File: src/rtl/mc_pkg.sv
// Shared constants for the multicycle MIPS controller: FSM state encodings,
// opcode/funct values, ALU operation codes and datapath mux encodings.
// The jump path is built only when MULTICYCLE_JUMP_EN is defined.
package mc_pkg;

  typedef enum logic [3:0] {
    S_FETCH   = 4'd0,
    S_DECODE  = 4'd1,
    S_MEMADR  = 4'd2,
    S_MEMRD   = 4'd3,
    S_MEMWB   = 4'd4,
    S_MEMWR   = 4'd5,
    S_RTYPEEX = 4'd6,
    S_RTYPEWB = 4'd7,
    S_BEQEX   = 4'd8,
    S_ADDIEX  = 4'd9,
    S_ADDIWB  = 4'd10,
    S_JEX     = 4'd11
  } state_t;

  // Opcodes (instruction bits [31:26])
  localparam logic [5:0] OP_RTYPE = 6'b000000;
  localparam logic [5:0] OP_LW    = 6'b100011;
  localparam logic [5:0] OP_SW    = 6'b101011;
  localparam logic [5:0] OP_BEQ   = 6'b000100;
  localparam logic [5:0] OP_ADDI  = 6'b001000;
  localparam logic [5:0] OP_J     = 6'b000010;

  // R-type funct codes (instruction bits [5:0])
  localparam logic [5:0] FN_ADD = 6'b100000;
  localparam logic [5:0] FN_SUB = 6'b100010;
  localparam logic [5:0] FN_AND = 6'b100100;
  localparam logic [5:0] FN_OR  = 6'b100101;
  localparam logic [5:0] FN_SLT = 6'b101010;

  // ALUControl encodings
  localparam logic [2:0] ALU_ADD = 3'b010;
  localparam logic [2:0] ALU_SUB = 3'b110;
  localparam logic [2:0] ALU_AND = 3'b000;
  localparam logic [2:0] ALU_OR  = 3'b001;
  localparam logic [2:0] ALU_SLT = 3'b111;

  // ALUOp: internal request from the FSM to the ALU decoder
  localparam logic [1:0] ALUOP_ADD   = 2'b00;
  localparam logic [1:0] ALUOP_SUB   = 2'b01;
  localparam logic [1:0] ALUOP_FUNCT = 2'b10;

  // ALUSrcB encodings
  localparam logic [1:0] SRCB_REG    = 2'b00;
  localparam logic [1:0] SRCB_FOUR   = 2'b01;
  localparam logic [1:0] SRCB_IMM    = 2'b10;
  localparam logic [1:0] SRCB_IMMSH2 = 2'b11;

  // PCSrc encodings
  localparam logic [1:0] PCSRC_ALU    = 2'b00;
  localparam logic [1:0] PCSRC_ALUOUT = 2'b01;
  localparam logic [1:0] PCSRC_JUMP   = 2'b10;

endpackage

File: src/rtl/alu_decoder.sv
// Combinational ALU decoder: maps the FSM's ALUOp request (and funct for
// R-type execution) onto the 3-bit ALUControl code.
module alu_decoder
  import mc_pkg::*;
(
  input  logic [5:0] funct,
  input  logic [1:0] ALUOp,
  output logic [2:0] ALUControl
);

  // Unknown funct codes and the spare ALUOp value fall back to add.
  always_comb begin
    ALUControl = ALU_ADD;
    case (ALUOp)
      ALUOP_ADD: ALUControl = ALU_ADD;
      ALUOP_SUB: ALUControl = ALU_SUB;
      ALUOP_FUNCT: begin
        case (funct)
          FN_ADD:  ALUControl = ALU_ADD;
          FN_SUB:  ALUControl = ALU_SUB;
          FN_AND:  ALUControl = ALU_AND;
          FN_OR:   ALUControl = ALU_OR;
          FN_SLT:  ALUControl = ALU_SLT;
          default: ALUControl = ALU_ADD;
        endcase
      end
      default: ALUControl = ALU_ADD;
    endcase
  end

endmodule

File: src/rtl/multicycle_controller.sv
// Moore-FSM control unit for a multicycle MIPS datapath (lw, sw, R-type,
// beq, addi and optionally j). Outputs decode from the state register only,
// except PCEn which also folds in the ALU Zero flag for beq.
// Optional feature: define MULTICYCLE_JUMP_EN to build the j / JEX path;
// otherwise opcode 000010 is ignored like any other illegal opcode.
module multicycle_controller
  import mc_pkg::*;
(
  input  logic       clk,
  input  logic       reset,
  input  logic [5:0] opcode,
  input  logic [5:0] funct,
  input  logic       zero,
  output logic       IorD,
  output logic       MemWrite,
  output logic       IRWrite,
  output logic       RegWrite,
  output logic       RegDst,
  output logic       MemtoReg,
  output logic       ALUSrcA,
  output logic [1:0] ALUSrcB,
  output logic [2:0] ALUControl,
  output logic [1:0] PCSrc,
  output logic       PCEn,
  output logic [3:0] state
);

  state_t     state_q;
  state_t     state_d;
  logic [1:0] alu_op;
  logic       pc_write;
  logic       branch;

  // Next-state selection; unused encodings and illegal opcodes go to FETCH.
  always_comb begin
    state_d = S_FETCH;
    case (state_q)
      S_FETCH:  state_d = S_DECODE;
      S_DECODE: begin
        case (opcode)
          OP_LW, OP_SW: state_d = S_MEMADR;
          OP_RTYPE:     state_d = S_RTYPEEX;
          OP_BEQ:       state_d = S_BEQEX;
          OP_ADDI:      state_d = S_ADDIEX;
`ifdef MULTICYCLE_JUMP_EN
          OP_J:         state_d = S_JEX;
`endif
          default:      state_d = S_FETCH;
        endcase
      end
      S_MEMADR:  state_d = (opcode == OP_LW) ? S_MEMRD : S_MEMWR;
      S_MEMRD:   state_d = S_MEMWB;
      S_MEMWB:   state_d = S_FETCH;
      S_MEMWR:   state_d = S_FETCH;
      S_RTYPEEX: state_d = S_RTYPEWB;
      S_RTYPEWB: state_d = S_FETCH;
      S_BEQEX:   state_d = S_FETCH;
      S_ADDIEX:  state_d = S_ADDIWB;
      S_ADDIWB:  state_d = S_FETCH;
      default:   state_d = S_FETCH;
    endcase
  end

  // State register; reset wins over any transition, even mid-instruction.
  always_ff @(posedge clk) begin
    if (reset) begin
      state_q <= S_FETCH;
    end else begin
      state_q <= state_d;
    end
  end

  // Moore output decode; everything not named for a state stays 0.
  always_comb begin
    IorD     = 1'b0;
    MemWrite = 1'b0;
    IRWrite  = 1'b0;
    RegWrite = 1'b0;
    RegDst   = 1'b0;
    MemtoReg = 1'b0;
    ALUSrcA  = 1'b0;
    ALUSrcB  = SRCB_REG;
    alu_op   = ALUOP_ADD;
    PCSrc    = PCSRC_ALU;
    pc_write = 1'b0;
    branch   = 1'b0;
    case (state_q)
      S_FETCH: begin
        IRWrite  = 1'b1;
        ALUSrcB  = SRCB_FOUR;
        pc_write = 1'b1;
      end
      S_DECODE: ALUSrcB = SRCB_IMMSH2;
      S_MEMADR: begin
        ALUSrcA = 1'b1;
        ALUSrcB = SRCB_IMM;
      end
      S_MEMRD: IorD = 1'b1;
      S_MEMWB: begin
        MemtoReg = 1'b1;
        RegWrite = 1'b1;
      end
      S_MEMWR: begin
        IorD     = 1'b1;
        MemWrite = 1'b1;
      end
      S_RTYPEEX: begin
        ALUSrcA = 1'b1;
        alu_op  = ALUOP_FUNCT;
      end
      S_RTYPEWB: begin
        RegDst   = 1'b1;
        RegWrite = 1'b1;
      end
      S_BEQEX: begin
        ALUSrcA = 1'b1;
        alu_op  = ALUOP_SUB;
        PCSrc   = PCSRC_ALUOUT;
        branch  = 1'b1;
      end
      S_ADDIEX: begin
        ALUSrcA = 1'b1;
        ALUSrcB = SRCB_IMM;
      end
      S_ADDIWB: RegWrite = 1'b1;
`ifdef MULTICYCLE_JUMP_EN
      S_JEX: begin
        PCSrc    = PCSRC_JUMP;
        pc_write = 1'b1;
      end
`endif
      default: ;
    endcase
  end

  alu_decoder u_alu_decoder (
    .funct      (funct),
    .ALUOp      (alu_op),
    .ALUControl (ALUControl)
  );

  // Branch is taken only when the subtraction in BEQEX yields zero.
  assign PCEn  = pc_write | (branch & zero);
  assign state = state_q;

endmodule

File: config.mk
export PLATFORM = sky130hd
export DESIGN_NAME = multicycle_controller
export DESIGN_NICKNAME = d
export VERILOG_FILES = /design/src/rtl/mc_pkg.sv /design/src/rtl/alu_decoder.sv /design/src/rtl/multicycle_controller.sv
export SDC_FILE = /design/constraint.sdc
export NUM_CORES = 1
export LEC_CHECK = 0
export ABC_AREA = 0
export CORE_UTILIZATION = 37
export DETAILED_ROUTE_END_ITERATION = 16
export GPL_ROUTABILITY_DRIVEN = 0
export HOLD_SLACK_MARGIN = 0.15
export PLACE_DENSITY = 0.82
export SETUP_SLACK_MARGIN = 0.2
export SLEW_MARGIN = 20
export SYNTH_ARGS = -nofsm -noshare
export SYNTH_HDL_FRONTEND = slang
export SYNTH_SLANG_ARGS = --single-unit
File: constraint.sdc
create_clock -name clk -period 3.4 [get_ports clk]
set_input_delay 0.34 -clock clk [delete_from_list [all_inputs] [get_ports clk]]
set_output_delay 0.34 -clock clk [all_outputs]
set_load 0.03 [all_outputs]
==> results.cfg <==
[cells_and_area]
syn2layout_area_growth_pct = 62.50
multi_input_area_um2 = 390.4
mostFrequentLayoutCells = clkdlybuf4s50_1, nor2_1, nand2b_1
nFillCells = 130
largest_reg_flops = 4
diodes = 0
layout_commonest_cell = clkdlybuf4s50_1
nNetsFinal = 122
drive_gt1_frac = 0.07843
register_area_um2 = 82.58

[route]
vias_per_cell = 5.222
drc = 0
ant_nets = 0
drtIter0Drc = 5
wl_per_cell_um = 11.25
vias = 611
routed_wl_um = 1316
dr.pass1.iters = 4

[global_routing]
grtUsageTotal = 0.1859
grt_pass1_vias = 513
antenna_found_initial = 0
grt_pass1_wl_um = 1966
grt_max_degree = 15
grt_overflow = 0

[logic_synthesis]
synth_cells = 73
yosys.area.top_type = dfxtp_1
synthesis.nets = 91
synth_area_leaders = dfxtp_1, ha_1, nand2b_1
ys_seq_area_frac = 0.1538
synth-seq-cells = 4
synth_top_cell_area_share = 0.1538
synth_area_um2 = 520.5
yosysWarnings = 0
yosysUniqueCellTypes = 36
syn-mean-instance-area_um2 = 7.130

[worst_setup_path]
critical_path.cell_chain = nand2b_1, nand2b_1, inv_1, ha_1, inv_1, nor4_1, a32o_1, clkdlybuf4s50_1
slowest_delay_ns = 0.67
cp-start-kind = register
criticalPathCategory = register to output pin
worstRegToRegCells = 4
crit_fanout = 11
crit_path_end_kind = output pin
crit_arrival_ns = 2.63
required_ns = 3.06
cp_slowest_cell = clkdlybuf4s50_1

[worst_hold_path]
hp-class = register to register
hold_path_depth = 2

[sta]
post-route-period-util = 0.8735
setup_tns_ns = 0
timing.final.crit_period_ns = 2.970
max_freq_mhz = 336.7
setup_viol = 0
slew_viol_final = 0
layout_setup_ws_ns = 0.4302
rsz0062_at_grt = no
finClkSkew_ns = 0.006293
hold_viol_final = 0

[outcome]
outcome = finished, final reports clean

[die]
die-width_um = 39.51
start_util = 0.4000
die_y_um = 39.51
dieArea_um2 = 1561
core_region_area_um2 = 1301
pin_count = 34
rows = 13

[clocking]
post_cts.repair.setup_buffers = 0
cts_tree = built
clockBufferDepth = 2
cts_root_buffer = clkbuf_4
cts.sinks = 4
worstSkewPairLatency_ns = 0.24
numCtsBuffers = 3
postCtsHoldBufs = 0
htree_levels = 1
clk_pin_slew_ns = 0.04
ctsResizeCount = 0

[power]
vdd_drop_max_uv = 244.6
leakagePower_nw = 0.3121
power_density_nw_per_um2 = 201.1

[flow_run]
cap_violations = 0

[place]
dp_worst_setup_slack_ns = 0.5583
dp_hpwl_um = 1055
io_buffers = 32
## cells in the mapped netlist, drive strengths merged
cell type,count
xnor2,2
conb,1
nor3,3
nor2,10
and2b,1
or3,2
clkbuf,2
dfxtp,4
a31oi,1
o21bai,1
o32a,2
nor3b,1
a21oi,3
or2b,1
ha,3
nand3b,1
o21a,1
nand2b,6
o21ai,4
or4,2
o311ai,1
o211ai,1
nand3,3
nor4,2
a32o,1
nor2b,3
inv,3
nand2,1
buf,4
and3,1
a21o,1
nor4b,1
## stage by stage
stage          power [mW]  area, um^2  hold slack (ns)  std cells  utilization
3_3_place_gp       0.1113       820.8           0.6969        114       0.6308
5_1_grt            0.1790       845.8           0.6657        117       0.6500
6_report           0.1701       845.8           0.6348        117       0.6500
2_1_floorplan     0.08310       520.5           0.5404         73            -
4_1_cts            0.1723       843.3           0.7116        117       0.6481
3_5_place_dp       0.1114       820.8           0.6977        114       0.6308
## routing by layer
| layer | track usage | routed length [um] | vias up | part of all wire |
|---|---|---|---|---|
| met2 | 0.3484 | 622 | 28 | 0.47 |
| met3 | 0.09091 | 144 | 0 | 0.11 |
| met4 | 0.02586 | 0 | 0 | 0 |
| li1 | - | - | 318 | - |
| met5 | 0 | 0 | - | 0 |
| met1 | 0.1837 | 550 | 265 | 0.42 |
## layout make-up
| cell class | instances | area share |
|---|---|---|
| inverter | 3 | 0.01331 |
| tap | 15 | 0.02219 |
| clock buffer | 3 | 0.02663 |
| timing repair buffer | 32 | 0.3787 |
| sequential | 4 | 0.09763 |
| multi-input combinational | 60 | 0.4615 |
## cell families (layout without fill, tap and decap cells)
group / count (synthesis) / count (layout) / synth area share
xor gates and xnor gates: 2 / 2 / 0.03366
AOI/OAI and AO/OA: 16 / 16 / 0.2140
DFF: 4 / 4 / 0.1539
and+or+nand+nor: 38 / 38 / 0.4231
adders and majority gates: 3 / 3 / 0.07212
buffers and inverters: 9 / 38 / 0.09614
other: 1 / 1 / 0.007205
## power by group
group | leakage (nW) | total (mW) | switching, mW | internal (mW)
Combinational | 0.265 | 0.0591 | 0.0273 | 0.0318
Sequential | 0.0336 | 0.0517 | 0.00322 | 0.0484
Clock | 0.0138 | 0.0593 | 0.0198 | 0.0395
## worst max-delay path, delay by kind of cell (launching register included)
family | cells | cell delay, ns
compound gates | 1 | 0.19
buf+inv | 3 | 0.81
fa+ha+maj | 1 | 0.17
flops | 1 | 0.39
simple gates | 3 | 0.84
## final timing paths
kind | slack, ns | start | end
worst max-delay path | 0.43 | state[0] | ALUControl[0]
worst min-delay path | 0.63 | state[1] | state[2]
worst max register to register | 1.93 | state[0] | state[2]
worst min register to register | 0.63 | state[1] | state[2]
Note: power is estimated with default switching activity, not from simulation.
